[src/rtl/memoredf_pkg.sv]
// Shared definitions for the MemGuard dispatcher slice.
// - dispatch_state_t : dispatcher FSM encoding (IDLE, SEND, NOTIFY).
// - idx_width()      : width of a queue index, never below 1 bit.
// - QUEUE_IDX_W      : index width for the default 4-queue build.
// - sat_inc()        : saturating increment of a counter of a given width.
package memoredf_pkg;

  typedef enum logic [1:0] {
    IDLE   = 2'd0,
    SEND   = 2'd1,
    NOTIFY = 2'd2
  } dispatch_state_t;

  // A single queue still needs a 1-bit index port.
  function automatic int unsigned idx_width(input int unsigned num);
    return (num > 1) ? $clog2(num) : 1;
  endfunction

  localparam int unsigned DEFAULT_NUM_QUEUES = 4;
  localparam int unsigned QUEUE_IDX_W        = idx_width(DEFAULT_NUM_QUEUES);

  // Counters up to 32 bits wide; caller slices the result back to its width.
  function automatic logic [31:0] sat_inc(input logic [31:0] value, input int unsigned width);
    logic [31:0] max_v;
    max_v = (width >= 32) ? 32'hFFFF_FFFF : ((32'd1 << width) - 32'd1);
    return (value >= max_v) ? max_v : (value + 32'd1);
  endfunction

endpackage

[src/rtl/memguard_served_counters.sv]
// Per-queue saturating "served" counter bank for the MemGuard dispatcher.
// Only compiled when MEMGUARD_DISPATCH_STATS_EN is defined; the default build
// contains no counter logic at all.
// Ports:
//   clk_i    rising-edge clock
//   rst_ni   synchronous active-low reset, zeroes all counters
//   inc_i    increment the counter selected by idx_i
//   idx_i    queue index to increment
//   clear_i  zero all counters next cycle; wins over a simultaneous increment
//   count_o  packed per-queue counter values
`ifdef MEMGUARD_DISPATCH_STATS_EN
module memguard_served_counters
  import memoredf_pkg::*;
#(
  parameter int unsigned NumQueues  = 4,
  parameter int unsigned CountWidth = 4
) (
  input  logic                                  clk_i,
  input  logic                                  rst_ni,
  input  logic                                  inc_i,
  input  logic [idx_width(NumQueues)-1:0]       idx_i,
  input  logic                                  clear_i,
  output logic [NumQueues-1:0][CountWidth-1:0]  count_o
);

  logic [NumQueues-1:0][CountWidth-1:0] cnt_q, cnt_d;
  logic [31:0]                          inc_val;

  always_comb begin
    cnt_d   = cnt_q;
    inc_val = '0;
    if (clear_i) begin
      cnt_d = '0;
    end else if (inc_i) begin
      for (int unsigned i = 0; i < NumQueues; i++) begin
        if (32'(idx_i) == i) begin
          inc_val  = sat_inc(32'(cnt_q[i]), CountWidth);
          cnt_d[i] = inc_val[CountWidth-1:0];
        end
      end
    end
  end

  always_ff @(posedge clk_i) begin
    if (!rst_ni) begin
      cnt_q <= '0;
    end else begin
      cnt_q <= cnt_d;
    end
  end

  assign count_o = cnt_q;

endmodule
`endif

[src/rtl/memguard_dispatcher.sv]
// MemGuard dispatcher: consumer end of the scheduling interface. Pops the head
// of the queue chosen by the scheduler, forwards it on a valid/ready master
// port and returns a one-cycle update pulse once the master accepts it.
// Optional served statistics are built only with MEMGUARD_DISPATCH_STATS_EN.
// Ports:
//   clock, reset        rising-edge clock, synchronous active-low reset
//   valid, selection    scheduler request and chosen queue index
//   empty, queue_data   per-queue empty flags and FWFT head entries
//   pop                 one-hot dequeue strobe (combinational, IDLE only)
//   m_valid/m_data/m_source/m_ready  master port
//   update              one-cycle "served" pulse back to the scheduler
//   served_count        per-queue served totals (0 without the stats macro)
//   served_clear        zero served_count (ignored without the stats macro)
module memguard_dispatcher
  import memoredf_pkg::*;
#(
  parameter int unsigned NUMBER_OF_QUEUES = 4,
  parameter int unsigned DATA_WIDTH       = 64,
  parameter int unsigned REGISTER_SIZE    = 4
) (
  input  logic                                           clock,
  input  logic                                           reset,
  input  logic                                           valid,
  input  logic [idx_width(NUMBER_OF_QUEUES)-1:0]         selection,
  input  logic [NUMBER_OF_QUEUES-1:0]                    empty,
  input  logic [NUMBER_OF_QUEUES-1:0][DATA_WIDTH-1:0]    queue_data,
  output logic [NUMBER_OF_QUEUES-1:0]                    pop,
  output logic                                           m_valid,
  output logic [DATA_WIDTH-1:0]                          m_data,
  output logic [idx_width(NUMBER_OF_QUEUES)-1:0]         m_source,
  input  logic                                           m_ready,
  output logic                                           update,
  output logic [NUMBER_OF_QUEUES-1:0][REGISTER_SIZE-1:0] served_count,
  input  logic                                           served_clear
);

  localparam int unsigned SelW = idx_width(NUMBER_OF_QUEUES);

  dispatch_state_t       state_q, state_d;
  logic [DATA_WIDTH-1:0] data_q, data_d;
  logic [SelW-1:0]       source_q, source_d;
  logic                  sel_ok;
  logic                  can_pop;

  always_comb begin
    // Out-of-range selections only exist for non-power-of-2 queue counts.
    sel_ok  = (32'(selection) < NUMBER_OF_QUEUES);
    // Gated by reset so pop stays low while the block is held in reset.
    can_pop = reset && (state_q == IDLE) && valid && sel_ok && !empty[selection];

    pop = '0;
    if (can_pop) begin
      pop[selection] = 1'b1;
    end

    state_d  = state_q;
    data_d   = data_q;
    source_d = source_q;
    unique case (state_q)
      IDLE: begin
        if (can_pop) begin
          data_d   = queue_data[selection];
          source_d = selection;
          state_d  = SEND;
        end
      end
      SEND: begin
        if (m_ready) begin
          state_d = NOTIFY;
        end
      end
      NOTIFY:  state_d = IDLE;
      default: state_d = IDLE;
    endcase
  end

  always_ff @(posedge clock) begin
    if (!reset) begin
      state_q  <= IDLE;
      data_q   <= '0;
      source_q <= '0;
    end else begin
      state_q  <= state_d;
      data_q   <= data_d;
      source_q <= source_d;
    end
  end

  // Decoded from registered state only; m_ready never reaches these.
  assign m_valid  = (state_q == SEND);
  assign update   = (state_q == NOTIFY);
  assign m_data   = data_q;
  assign m_source = source_q;

`ifdef MEMGUARD_DISPATCH_STATS_EN
  memguard_served_counters #(
    .NumQueues  (NUMBER_OF_QUEUES),
    .CountWidth (REGISTER_SIZE)
  ) u_served_counters (
    .clk_i   (clock),
    .rst_ni  (reset),
    .inc_i   (update),
    .idx_i   (source_q),
    .clear_i (served_clear),
    .count_o (served_count)
  );
`else
  logic unused_served_clear;
  assign unused_served_clear = served_clear;
  assign served_count        = '0;
`endif

endmodule

[config.mk]
export PLATFORM = sky130hd
export DESIGN_NAME = memguard_dispatcher
export DESIGN_NICKNAME = d
export VERILOG_FILES = /design/src/rtl/memoredf_pkg.sv /design/src/rtl/memguard_served_counters.sv /design/src/rtl/memguard_dispatcher.sv
export SDC_FILE = /design/constraint.sdc
export NUM_CORES = 1
export LEC_CHECK = 0
export BUFFER_PORTS_ARGS = -buffer_cell sky130_fd_sc_hd__buf_2
export CORE_AREA = 2 2 138 140
export CTS_CLUSTER_DIAMETER = 100
export DETAILED_ROUTE_END_ITERATION = 6
export DIE_AREA = 0 0 140 142
export HOLD_SLACK_MARGIN = 0.02
export PLACE_DENSITY_LB_ADDON = 0.2
export SLEW_MARGIN = 20
export SYNTH_ARGS = -nofsm -noshare
export SYNTH_HDL_FRONTEND = slang
export SYNTH_SLANG_ARGS = --single-unit
[constraint.sdc]
create_clock -name clock -period 1.8 [get_ports clock]
set_input_delay 0.18 -clock clock [delete_from_list [all_inputs] [get_ports clock]]
set_output_delay 0.18 -clock clock [all_outputs]
set_load 0.02 [all_outputs]
[Yosys cells after proc, flatten, opt, wreduce, memory -nomap -nowiden]
Cells that the tools add are included.
Operators by class
  order comparisons: 2
  reduce and logical (&&, ||, !) cells: 8
  mux-type cells: 10
  equality and inequality tests: 4
Operators with widths (count)
  binary-select mux 64 bit (select 2 bit): 1
  2-to-1 mux 64 bit: 1
  logical AND 1 bit: 4
  2-to-1 mux 2 bit: 2
  2-to-1 mux 4 bit: 1
  one-hot mux 2 bit (2 select lines): 1
  AND reduction 2 bit: 2
  less-than comparator 2 x 3 -> 1 bit (second input constant): 1
  binary-select mux 1 bit (select 2 bit): 1
  demux 1 bit (select 2 bit): 1
  equality test 2 x 1 -> 1 bit (second input constant): 1
  equality test 2 bit (second input constant): 1
  greater-or-equal comparator 2 x 1 -> 1 bit (second input constant): 1
  zero test 2 bit: 1
  2-to-1 mux 1 bit: 2
  inequality test 2 x 1 -> 1 bit (second input constant): 1
  inequality test 2 bit (second input constant): 1
  zero test 1 bit: 1
Word-level totals
  input port bits: 267
  flip-flop bits (word level): 68
  logic and storage cells: 27
  output and inout bits: 88

[Depth between registers and ports, before layout]
Gate-level depths: netlist of run 1.
  word-level depth: 6
  depth in mapped cells: 8
  mapped depth without buffers: 3

[Worst setup path before layout of run 1]
No wires, ideal clock.
  kind: input-to-output
  start: in selection[1]
  end: out pop[2]
  path buffers: 3
  arrival time: 1757 ps
  setup slack: -137 ps
  data required time: 1620 ps
  cell stages on the path: 5
  path through: clkbuf_1 -> buf_2 -> buf_1 -> inv_1 -> nor4_1
Between the ends
  word-level cells in the longest chain between the ends: 5
  elaborated cells on any way between the ends: 10
  those cells by class: order compare: 2; mux: 5; reduce/logical: 3
Ends and longest elaborated chain
  from (decl): line memguard_dispatcher.sv:24  | input logic [idx_width(NUMBER_OF_QUEUES)-1:0] selection,
  less-than comparator 2 x 3 -> 1 bit (implied by the code), or another cell as far along: line memguard_dispatcher.sv:53  | pop[selection] = 1'b1;
  logical AND 1 bit (implied by the code) / 2-to-1 mux 1 bit (equally long branches): line memguard_dispatcher.sv:53, memguard_dispatcher.sv:49
  2-to-1 mux 1 bit (implied by the code) / zero test 1 bit (equally long branches): line memguard_dispatcher.sv:53, memguard_dispatcher.sv:49
  demux 1 bit (select 2 bit) / logical AND 1 bit (equally long branches): line memguard_dispatcher.sv:53, memguard_dispatcher.sv:49
  2-to-1 mux 4 bit *: line memguard_dispatcher.sv:52  | if (can_pop) begin
  to (decl): line memguard_dispatcher.sv:27  | output logic [NUMBER_OF_QUEUES-1:0] pop,
Mark *: on every way between the ends. The rest lies on a longest branch, timed or not. The select of a mux whose other input is x is not followed.

[Worst setup path in the final report of run 1]
  start: reg state_q[1]
  end: out pop[1]
Between the ends
  word-level cells in the longest chain between the ends: 5
Ends and longest elaborated chain
  from (decl): line memguard_dispatcher.sv:39  | dispatch_state_t state_q, state_d;
  from (signal assigned): line memguard_dispatcher.sv:83  | state_q <= state_d;
  zero test 2 bit: line memguard_dispatcher.sv:49  | can_pop = reset && (state_q == IDLE) && valid && sel_ok && !empty[selection];
  logical AND 1 bit (3 in series): line memguard_dispatcher.sv:49
  2-to-1 mux 4 bit: line memguard_dispatcher.sv:52
Every way passes these cells.

==> impl_metrics.tcl, run 1 <==
set metrics [dict create \
    critPathCaptureType "primary output" \
    dp_hpwl_mm 11.3 \
    finalHoldViolCount 0 \
    die_area_um2 19900 \
    relSlewSlack 0.501 \
    n_fill_cell 1907 \
    fin_nets 924 \
    met1_usage 0.148 \
    outcome "complete, but fails checks" \
    grt_pass1_vias 4472 \
    syn_area_per_cell_um2 12.6 \
    irDropWorstVdd_mv 0.402 \
    maxCapViolCount 0 \
    drive_above_1_share 0.710 \
    synth_top_family_by_area "multiplexers" \
    antenna_found_initial 2 \
    placeableCoreArea_um2 18500 \
    met2_usage 0.277 \
    synth_xor_area_frac 0 \
    grt_max_degree 71 \
    synth_adder_area_share 0 \
    synthMuxAreaShare 0.342 \
    wirelength_mm 15.8 \
    leakagePower_nw 3.02 \
    clkSinkCount 68 \
    ys_types 24 \
    cts_buffers 9 \
    dr.pass1.iters 7 \
    use_met3 0.0410 \
    fmax_mhz 589 \
    gp_congestion 0.784 \
    finalSetupTns_ps 0 \
    grt_busiest_layer "met2" \
    cts_tree "built" \
    ys_seq_elements 68 \
    num_vias 4398 \
    netlist_instances 344 \
    chipWidth_um 140 \
    routedWlPerCell_um 17.6 \
    clkTransAtPathRegs_ps 50 \
    num_io_pins 355 \
    drc_errors 46 \
    fin_skew_ps 3.34 \
    arrival_ps 1520 \
    portBuffers 337 \
    insertion_delay_ps 330 \
    start_util 0.235 \
    rows 50 \
    grt_pass1_wl_mm 22.6 \
    grt.overflow.total 0 \
    yosysSeqAreaShare 0.314 \
    ys_warn_count 0 \
    critPathKind "reg -> out" \
    critPathMaxFanout 18 \
    fin_crit_sh 0.944 \
    cts_hold_buf 0 \
    drt-vias-per-instance 4.91 \
    worst_setup_path_start_kind "flop" \
    synth_compound_area_frac 0.136 \
    fp.dieH_um 142 \
    track_usage 0.144 \
    period_needed_ps 1700 \
    critical_path_required_ps 1620 \
    cts_buffer_depth 2 \
    h-tree-depth 3 \
    setup_violations 0 \
    critPathSlowestCell "dfxtp_1" \
    rsz0062_at_grt "false" \
    slowest_delay_ps 320 \
    slew_viol_final 0 \
    powerDensity_nw_per_um2 694 \
    hp-class "in -> reg" \
    tightest_slew_ps 748 \
    drt_iter0_drc 204 \
    violations "design-rule violations" \
    syn_to_final_growth_pct 51.0 \
    cts_root_buf "clkbuf_16" \
    antenna_left 0 \
    final_util 0.355 \
    crit_chain "nand4bb_4 -> buf_16 -> nor4_1 -> buf_2" \
    finalPower_mw 4.55 \
    yosys.area_share.simple 0.127 \
    syn_area_um2 4340 \
]
worst max-delay path: cells and delay by family (launching register included):
family,cells,cell delay [ps]
buffers and inverters,2,430
flip-flops,1,320
AND/OR/NAND/NOR,2,440
synth_stat cells (all sizes together):
cell type	n	share of area
mux4	65	0.34
nor2b	2	0.0029
conb	1	0.00086
o211ai	1	0.0017
nand4bb	1	0.0026
clkbuf	29	0.025
and3	1	0.0014
nor2	1	0.00086
a31o	64	0.13
or2	1	0.0014
mux2i	1	0.0023
nor3b	64	0.11
inv	2	0.0017
nor4	4	0.0058
nand2	1	0.00086
buf	34	0.054
o21ai	2	0.0023
dfxtp	68	0.31
mux2	1	0.0026
a32o	1	0.0023
area by class of cell:
| type | instances | area [µm²] | share of cell area |
|---|---|---|---|
| Tap cell | 234 | 293 | 0.0447 |
| Timing Repair Buffer | 350 | 1920 | 0.293 |
| Antenna cell | 1 | 2.50 | 0.000382 |
| Sequential cell | 68 | 1360 | 0.208 |
| Inverter | 2 | 7.51 | 0.00115 |
| Clock inverter | 5 | 30.0 | 0.00459 |
| Clock buffer | 10 | 229 | 0.0350 |
| Multi-Input combinational cell | 226 | 2710 | 0.413 |
flip-flops by register name, indices dropped and copies added, names as in the netlist:
| register | cells |
|---|---|
| m_data | 64 |
| m_source | 2 |
| state_q | 2 |
final timing paths:
check                             endpoint  startpoint  cells after the start  slack (ps)
worst max-delay path                pop[1]  state_q[1]                      4         100
worst min-delay path            state_q[0]     m_ready                      2          70
worst max register to register   m_data[8]  state_q[1]                      4         240
worst min register to register  m_data[15]  m_data[15]                      1         470
cell usage in the layout (no fill, tap or decap), types with 3 or more instances in the layout:
master	instances
buf_2	335
dfxtp_1	68
mux4_2	65
nor3b_1	64
a31o_2	36
a31o_1	28
conb_1	16
clkbuf_16	11
buf_4	6
buf_12	6
nor4_1	3
clkinv_2	3
timing repair:
item / in CTS / in global routing
resized for setup: 0 / 3
setup endpoints to repair: 0 / 4
buffers inserted: 0 / 1
routing by layer:
| layer | part of all wire | vias up | wire, µm |
|---|---|---|---|
| met5 | 0.0011 | - | 18 |
| met4 | 0.021 | 2 | 337 |
| met3 | 0.078 | 26 | 1230 |
| met2 | 0.54 | 214 | 8480 |
| met1 | 0.36 | 2166 | 5700 |
| li1 | - | 1990 | - |
cells by family after synthesis:
kind of cell	after synthesis
AO/OA/AOI/OAI	68
buffers and inverters	65
flip-flops	68
AND/OR/NAND/NOR	75
other	1
multiplexers	67
stage by stage:
| step | setup WS [ps] | cells | area [µm²] | hold slack [ps] |
|---|---|---|---|---|
| after floorplan | -137 | 359 | 4390 | 291 |
| after global placement | 49.2 | 877 | 6210 | 389 |
| after detailed placement | 25.8 | 877 | 6210 | 411 |
| after CTS | 30.9 | 892 | 6470 | 56.7 |
| after global routing | 32.2 | 895 | 6550 | 53.8 |
| final | 101 | 896 | 6550 | 72.9 |
power by group:
| part | switching [mW] | total, mW | internal, mW | leakage, nW |
|---|---|---|---|---|
| sequential | 0.0583 | 1.68 | 1.62 | 0.556 |
| combinational | 0.623 | 1.33 | 0.702 | 2.34 |
| clock | 0.625 | 1.54 | 0.915 | 0.124 |
| total | 1.31 | 4.55 | 3.24 | 3.02 |
(Power assumes the default switching activity.)
==> inputs of run 2 (changes only) <==
--- a/config.mk
+++ b/config.mk
@@ -6,10 +6,10 @@
 export NUM_CORES = 1
 export LEC_CHECK = 0
 export BUFFER_PORTS_ARGS = -buffer_cell sky130_fd_sc_hd__buf_2
-export CORE_AREA = 2 2 138 140
+export CORE_AREA = 5 5 134 136
 export CTS_CLUSTER_DIAMETER = 100
 export DETAILED_ROUTE_END_ITERATION = 6
-export DIE_AREA = 0 0 140 142
+export DIE_AREA = 0 0 139 141
 export HOLD_SLACK_MARGIN = 0.02
 export PLACE_DENSITY_LB_ADDON = 0.2
 export SLEW_MARGIN = 20
==> constraint.sdc (replaced) <==
create_clock -name clock -period 1.8 [get_ports clock]
set_input_delay 0.27 -clock clock [delete_from_list [all_inputs] [get_ports clock]]
set_output_delay 0.27 -clock clock [all_outputs]
set_load 0.02 [all_outputs]
==> impl_metrics.tcl, run 2 (same netlist as run 1, synthesis figures left out) <==
set metrics [dict create \
    outcome "finished, final reports clean" \
    fmax_mhz 596 \
    grt_max_degree 69 \
    num_vias 4402 \
    finalSetupTns_ps 0 \
    rows 48 \
    gp_congestion 0.916 \
    pre_cts_slack_ps -66.1 \
    hp-class "in -> reg" \
    grt_pass1_vias 4805 \
    fin_skew_ps 5.65 \
    period_needed_ps 1680 \
    irDropWorstVdd_mv 0.376 \
    drt_iter0_drc 139 \
    chipWidth_um 139 \
    fin_crit_sh 0.932 \
    clkTransAtPathRegs_ps 60 \
    start_util 0.258 \
    crit_start "state_q[1]" \
    met3_length_mm 1.37 \
    antenna_found_initial 1 \
    critPathMaxFanout 6 \
    n_fill_cell 1723 \
    track_usage 0.167 \
    tightest_slew_ps 807 \
    holdCritStartpoint "m_ready" \
    power.switching_mw 1.32 \
    dr.pass1.iters 4 \
    slew_viol_final 0 \
    cts_buffer_depth 2 \
    routedWlPerCell_um 18.8 \
    num_io_pins 355 \
    relSlewSlack 0.462 \
    finalHoldViolCount 0 \
    placeableCoreArea_um2 16800 \
    critPathKind "reg -> out" \
    timing.final.ws_setup_ps 123 \
    sequentialPowerShare 0.353 \
    critPathCaptureType "primary output" \
    clkSinkCount 68 \
    portBuffers 337 \
    switching_share 0.277 \
    cts_root_buf "clkbuf_16" \
    powerDensity_nw_per_um2 718 \
    fin_nets 929 \
    antenna_left 0 \
    grt.overflow.total 0 \
    worst_setup_path_start_kind "flop" \
    leakagePower_nw 3.07 \
    wirelength_mm 16.8 \
    drt-vias-per-instance 4.93 \
    arrival_ps 1410 \
    h-tree-depth 3 \
    critical_path_required_ps 1530 \
    r2r_slack_ps 120 \
    drc_errors 0 \
    top_layer_used "met4" \
    cts_tree "built" \
    grt_pass1_wl_mm 25.9 \
    p_comb_frac 0.282 \
    insertion_delay_ps 330 \
    timing.rr.start "state_q[1]" \
    p_int_mw 3.44 \
    maxCapViolCount 0 \
    syn_to_final_growth_pct 52.9 \
    setup_violations 0 \
    wl_met2_mm 8.66 \
    rsz0062_at_grt "false" \
    fp.dieH_um 141 \
    mostFrequentLayoutCell "buf_2" \
    dp_hpwl_mm 12.7 \
    clkPwrFrac 0.365 \
    die_area_um2 19600 \
    largest_reg_flops 64 \
    cts_buffers 9 \
    mostFrequentLayoutCells "buf_2 (334), dfxtp_1 (68), mux4_2 (65), nor3b_1 (64), a31o_2 (36)" \
    drt-met1-wl_mm 6.41 \
    drive_above_1_share 0.713 \
]
run 2: worst max-delay path, cell delays in order, from the launching register on:
cell       delay (ps)
dfxtp_1           320
nand4bb_4         250
buf_16            170
nor4_2            150
buf_4             190
run 2: worst paths after layout:
kind / endpoint / cells past startpoint
worst max-delay path: pop[0] / 4
worst min-delay path: state_q[0] / 2
worst max register to register: m_data[7] / 5
worst min register to register: m_data[22] / 1
run 2: timing repair:
action | in CTS | in global routing
hold endpoints to repair | 0 | 0
setup buffers | 2 | 1
resized for setup | 2 | 1
gates cloned | 2 | 0
hold buffers | 0 | 0
pin swaps | 0 | 1
setup endpoints to repair | 2 | 3
run 2: layout make-up:
type | instances | area, µm² | share of cell area
multi-input cells | 226 | 2740 | 0.414
repair buffers | 355 | 1950 | 0.294
flip-flops and latches | 68 | 1360 | 0.205
well taps | 225 | 282 | 0.0425
clock buffers | 13 | 250 | 0.0378
clock inverters | 2 | 35.0 | 0.00529
inverters | 2 | 7.51 | 0.00113
diodes | 1 | 2.50 | 0.000378
run 2: routing by layer:
layer | vias up | GRT usage
li1 | 2007 | -
met1 | 2158 | 0.187
met2 | 217 | 0.296
met3 | 20 | 0.0499
met4 | 0 | 0.0669
met5 | - | 0
run 2: power groups by stage:
stage                     clock, mW  sequential, mW  combinational, mW
final                          1.74            1.68               1.34
after detailed placement          0            1.71               1.32
after global routing           1.86            1.70               1.45
after global placement            0            1.71               1.30
after floorplan                   0            1.85              0.669
after CTS                      1.81            1.68               1.36
run 2: metrics by stage:
stage / total power [mW] / instances / area (µm²) / util / hold slack, ps
after floorplan: 2.52 / 359 / 4450 / - / 381
after global placement: 3.01 / 871 / 6240 / 0.371 / 454
after detailed placement: 3.03 / 871 / 6240 / 0.371 / 459
after CTS: 4.85 / 890 / 6620 / 0.393 / 139
after global routing: 5.00 / 892 / 6630 / 0.394 / 182
final: 4.76 / 892 / 6630 / 0.394 / 156
==> inputs of run 3 (changes only) <==
--- a/config.mk
+++ b/config.mk
@@ -5,11 +5,11 @@
 export SDC_FILE = /design/constraint.sdc
 export NUM_CORES = 1
 export LEC_CHECK = 0
-export BUFFER_PORTS_ARGS = -buffer_cell sky130_fd_sc_hd__buf_2
-export CORE_AREA = 5 5 134 136
+export CORE_AREA = 5 5 133 135
 export CTS_CLUSTER_DIAMETER = 100
 export DETAILED_ROUTE_END_ITERATION = 6
-export DIE_AREA = 0 0 139 141
+export DIE_AREA = 0 0 138 140
+export DONT_BUFFER_PORTS = 1
 export HOLD_SLACK_MARGIN = 0.02
 export PLACE_DENSITY_LB_ADDON = 0.2
 export SLEW_MARGIN = 20
==> impl_metrics.tcl, run 3 (same netlist as run 1, synthesis figures left out) <==
set metrics [dict create \
    outcome "finished, final reports clean" \
    placeableCoreArea_um2 16300 \
    grt.overflow.total 0 \
    slew_viol_final 0 \
    arrival_ps 1420 \
    switching_share 0.260 \
    h-tree-depth 3 \
    sequentialPowerShare 0.419 \
    setup_violations 0 \
    finalPower_mw 4.41 \
    maxCapViolCount 0 \
    drt_iter0_drc 209 \
    track_usage 0.142 \
    grt_pass1_wl_mm 21.5 \
    critical_path_required_ps 1530 \
    placed_area_um2 4520 \
    routedWlPerCell_um 26.9 \
    cts_buffers 9 \
    crit_chain "nand4bb_4 -> buf_12 -> nor4_2 -> buf_4" \
    cts_buffer_depth 2 \
    finalHoldViolCount 0 \
    rows 47 \
    fmax_mhz 590 \
    finalSetupTns_ps 0 \
    hp-class "in -> reg" \
    syn_to_final_growth_pct 13.0 \
    cts_hold_buf 0 \
    num_vias 3112 \
    p_comb_frac 0.156 \
    die_area_um2 19300 \
    fp.dieH_um 140 \
    multiInputGateArea_um2 2740 \
    power.switching_mw 1.15 \
    powerDensity_nw_per_um2 900 \
    period_needed_ps 1690 \
    chipWidth_um 138 \
    clkPwrFrac 0.425 \
    n_fill_cell 1703 \
    wirelength_mm 14.7 \
    mostFrequentLayoutCells "dfxtp_1 (68), mux4_2 (65), nor3b_1 (64), a31o_2 (36), a31o_1 (28)" \
    critPathCaptureType "primary output" \
    cts_tree "built" \
    relSlewSlack 0.645 \
    post-route-cell-area_um2 4900 \
    grt_max_degree 70 \
    antenna_found_initial 0 \
    ctsResizeCount 0 \
    dr.pass1.iters 4 \
    hold_ws_ps 60.1 \
    irDropWorstVdd_mv 0.405 \
    critPathSlowestCell "dfxtp_1" \
    worst_setup_path_start_kind "flop" \
    slowest_delay_ps 320 \
    insertion_delay_ps 340 \
    drive_above_1_share 0.417 \
    p_int_mw 3.26 \
    grt_pass1_vias 3421 \
    mostFrequentLayoutCell "dfxtp_1" \
    largest_reg_flops 64 \
    drc_errors 0 \
    clkSinkCount 68 \
    num_io_pins 355 \
    tightest_slew_ps 531 \
    fin_nets 589 \
    fin_crit_sh 0.941 \
    fin_skew_ps 6.28 \
    start_util 0.265 \
    critPathMaxFanout 15 \
    rsz0062_at_grt "false" \
    antenna_left 0 \
    leakagePower_nw 1.61 \
    critPathKind "reg -> out" \
    cts_root_buf "clkbuf_16" \
    dp_hpwl_mm 10.6 \
    portBuffers 0 \
    gp_congestion 0.801 \
    clkTransAtPathRegs_ps 60 \
    regArea_um2 1360 \
    drt-vias-per-instance 5.69 \
]
-- run 3: changes by cell type in the layout (fill, tap and decap cells not counted) --
cell	delta
clkbuf_16	+1
bufbuf_16	-1
clkbuf_8	-1
clkbuf_1	-1
clkinv_2	-1
buf_2	-334
buf_4	-5
buf_16	-1
bufinv_16	+1
clkinvlp_4	+2
-- run 3: worst max-delay path, delay by kind of cell (launching register included) --
| family | cells | cell delay, ps |
|---|---|---|
| DFF | 1 | 320 |
| and+or+nand+nor | 2 | 400 |
| buffers and inverters | 2 | 380 |
-- run 3: stage by stage --
| step | setup slack (ps) | util | cells |
|---|---|---|---|
| floorplan | 19.1 | - | 359 |
| global placement | 48.7 | 0.276 | 527 |
| detailed placement | 76.0 | 0.276 | 527 |
| CTS | 7.58 | 0.297 | 543 |
| global route | 5.57 | 0.300 | 546 |
| finish | 106 | 0.300 | 547 |
-- run 3: routing by layer --
layer	share of wire	routed length (µm)	track usage
met5	0	0	0
met2	0.52	7700	0.243
met1	0.38	5550	0.163
met4	0.0096	142	0.0406
met3	0.090	1320	0.0583
-- run 3: layout make-up --
type                       instances  area share
timing repair buffer              15      0.0419
sequential                        68       0.278
inverter                           2     0.00153
clock inverter                     4      0.0153
multi-input combinational        226       0.559
tap                              220      0.0562
antenna                            1    0.000511
clock buffer                      11      0.0475
-- run 3: what timing repair did --
item / CTS / global route
buffers inserted: 0 / 2
endpoints found under the setup margin: 2 / 4
gates cloned: 1 / 1
pin swaps: 0 / 1
-- run 3: power groups by stage --
stage	combinational, mW	clock (mW)	sequential (mW)
5_1_grt	0.739	2.02	1.86
3_5_place_dp	0.658	0	1.89
4_1_cts	0.678	1.96	1.85
6_report	0.688	1.87	1.85
2_1_floorplan	0.669	0	1.85
3_3_place_gp	0.653	0	1.89
-- run 3: final timing paths --
check	start	endpoint	slack, ps	depth (start not counted)
setup / recovery	state_q[1]	pop[0]	110	4
hold / removal	m_ready	state_q[0]	60	1
setup reg to reg	state_q[1]	m_data[0]	140	5
hold reg to reg	m_data[16]	m_data[16]	610	1
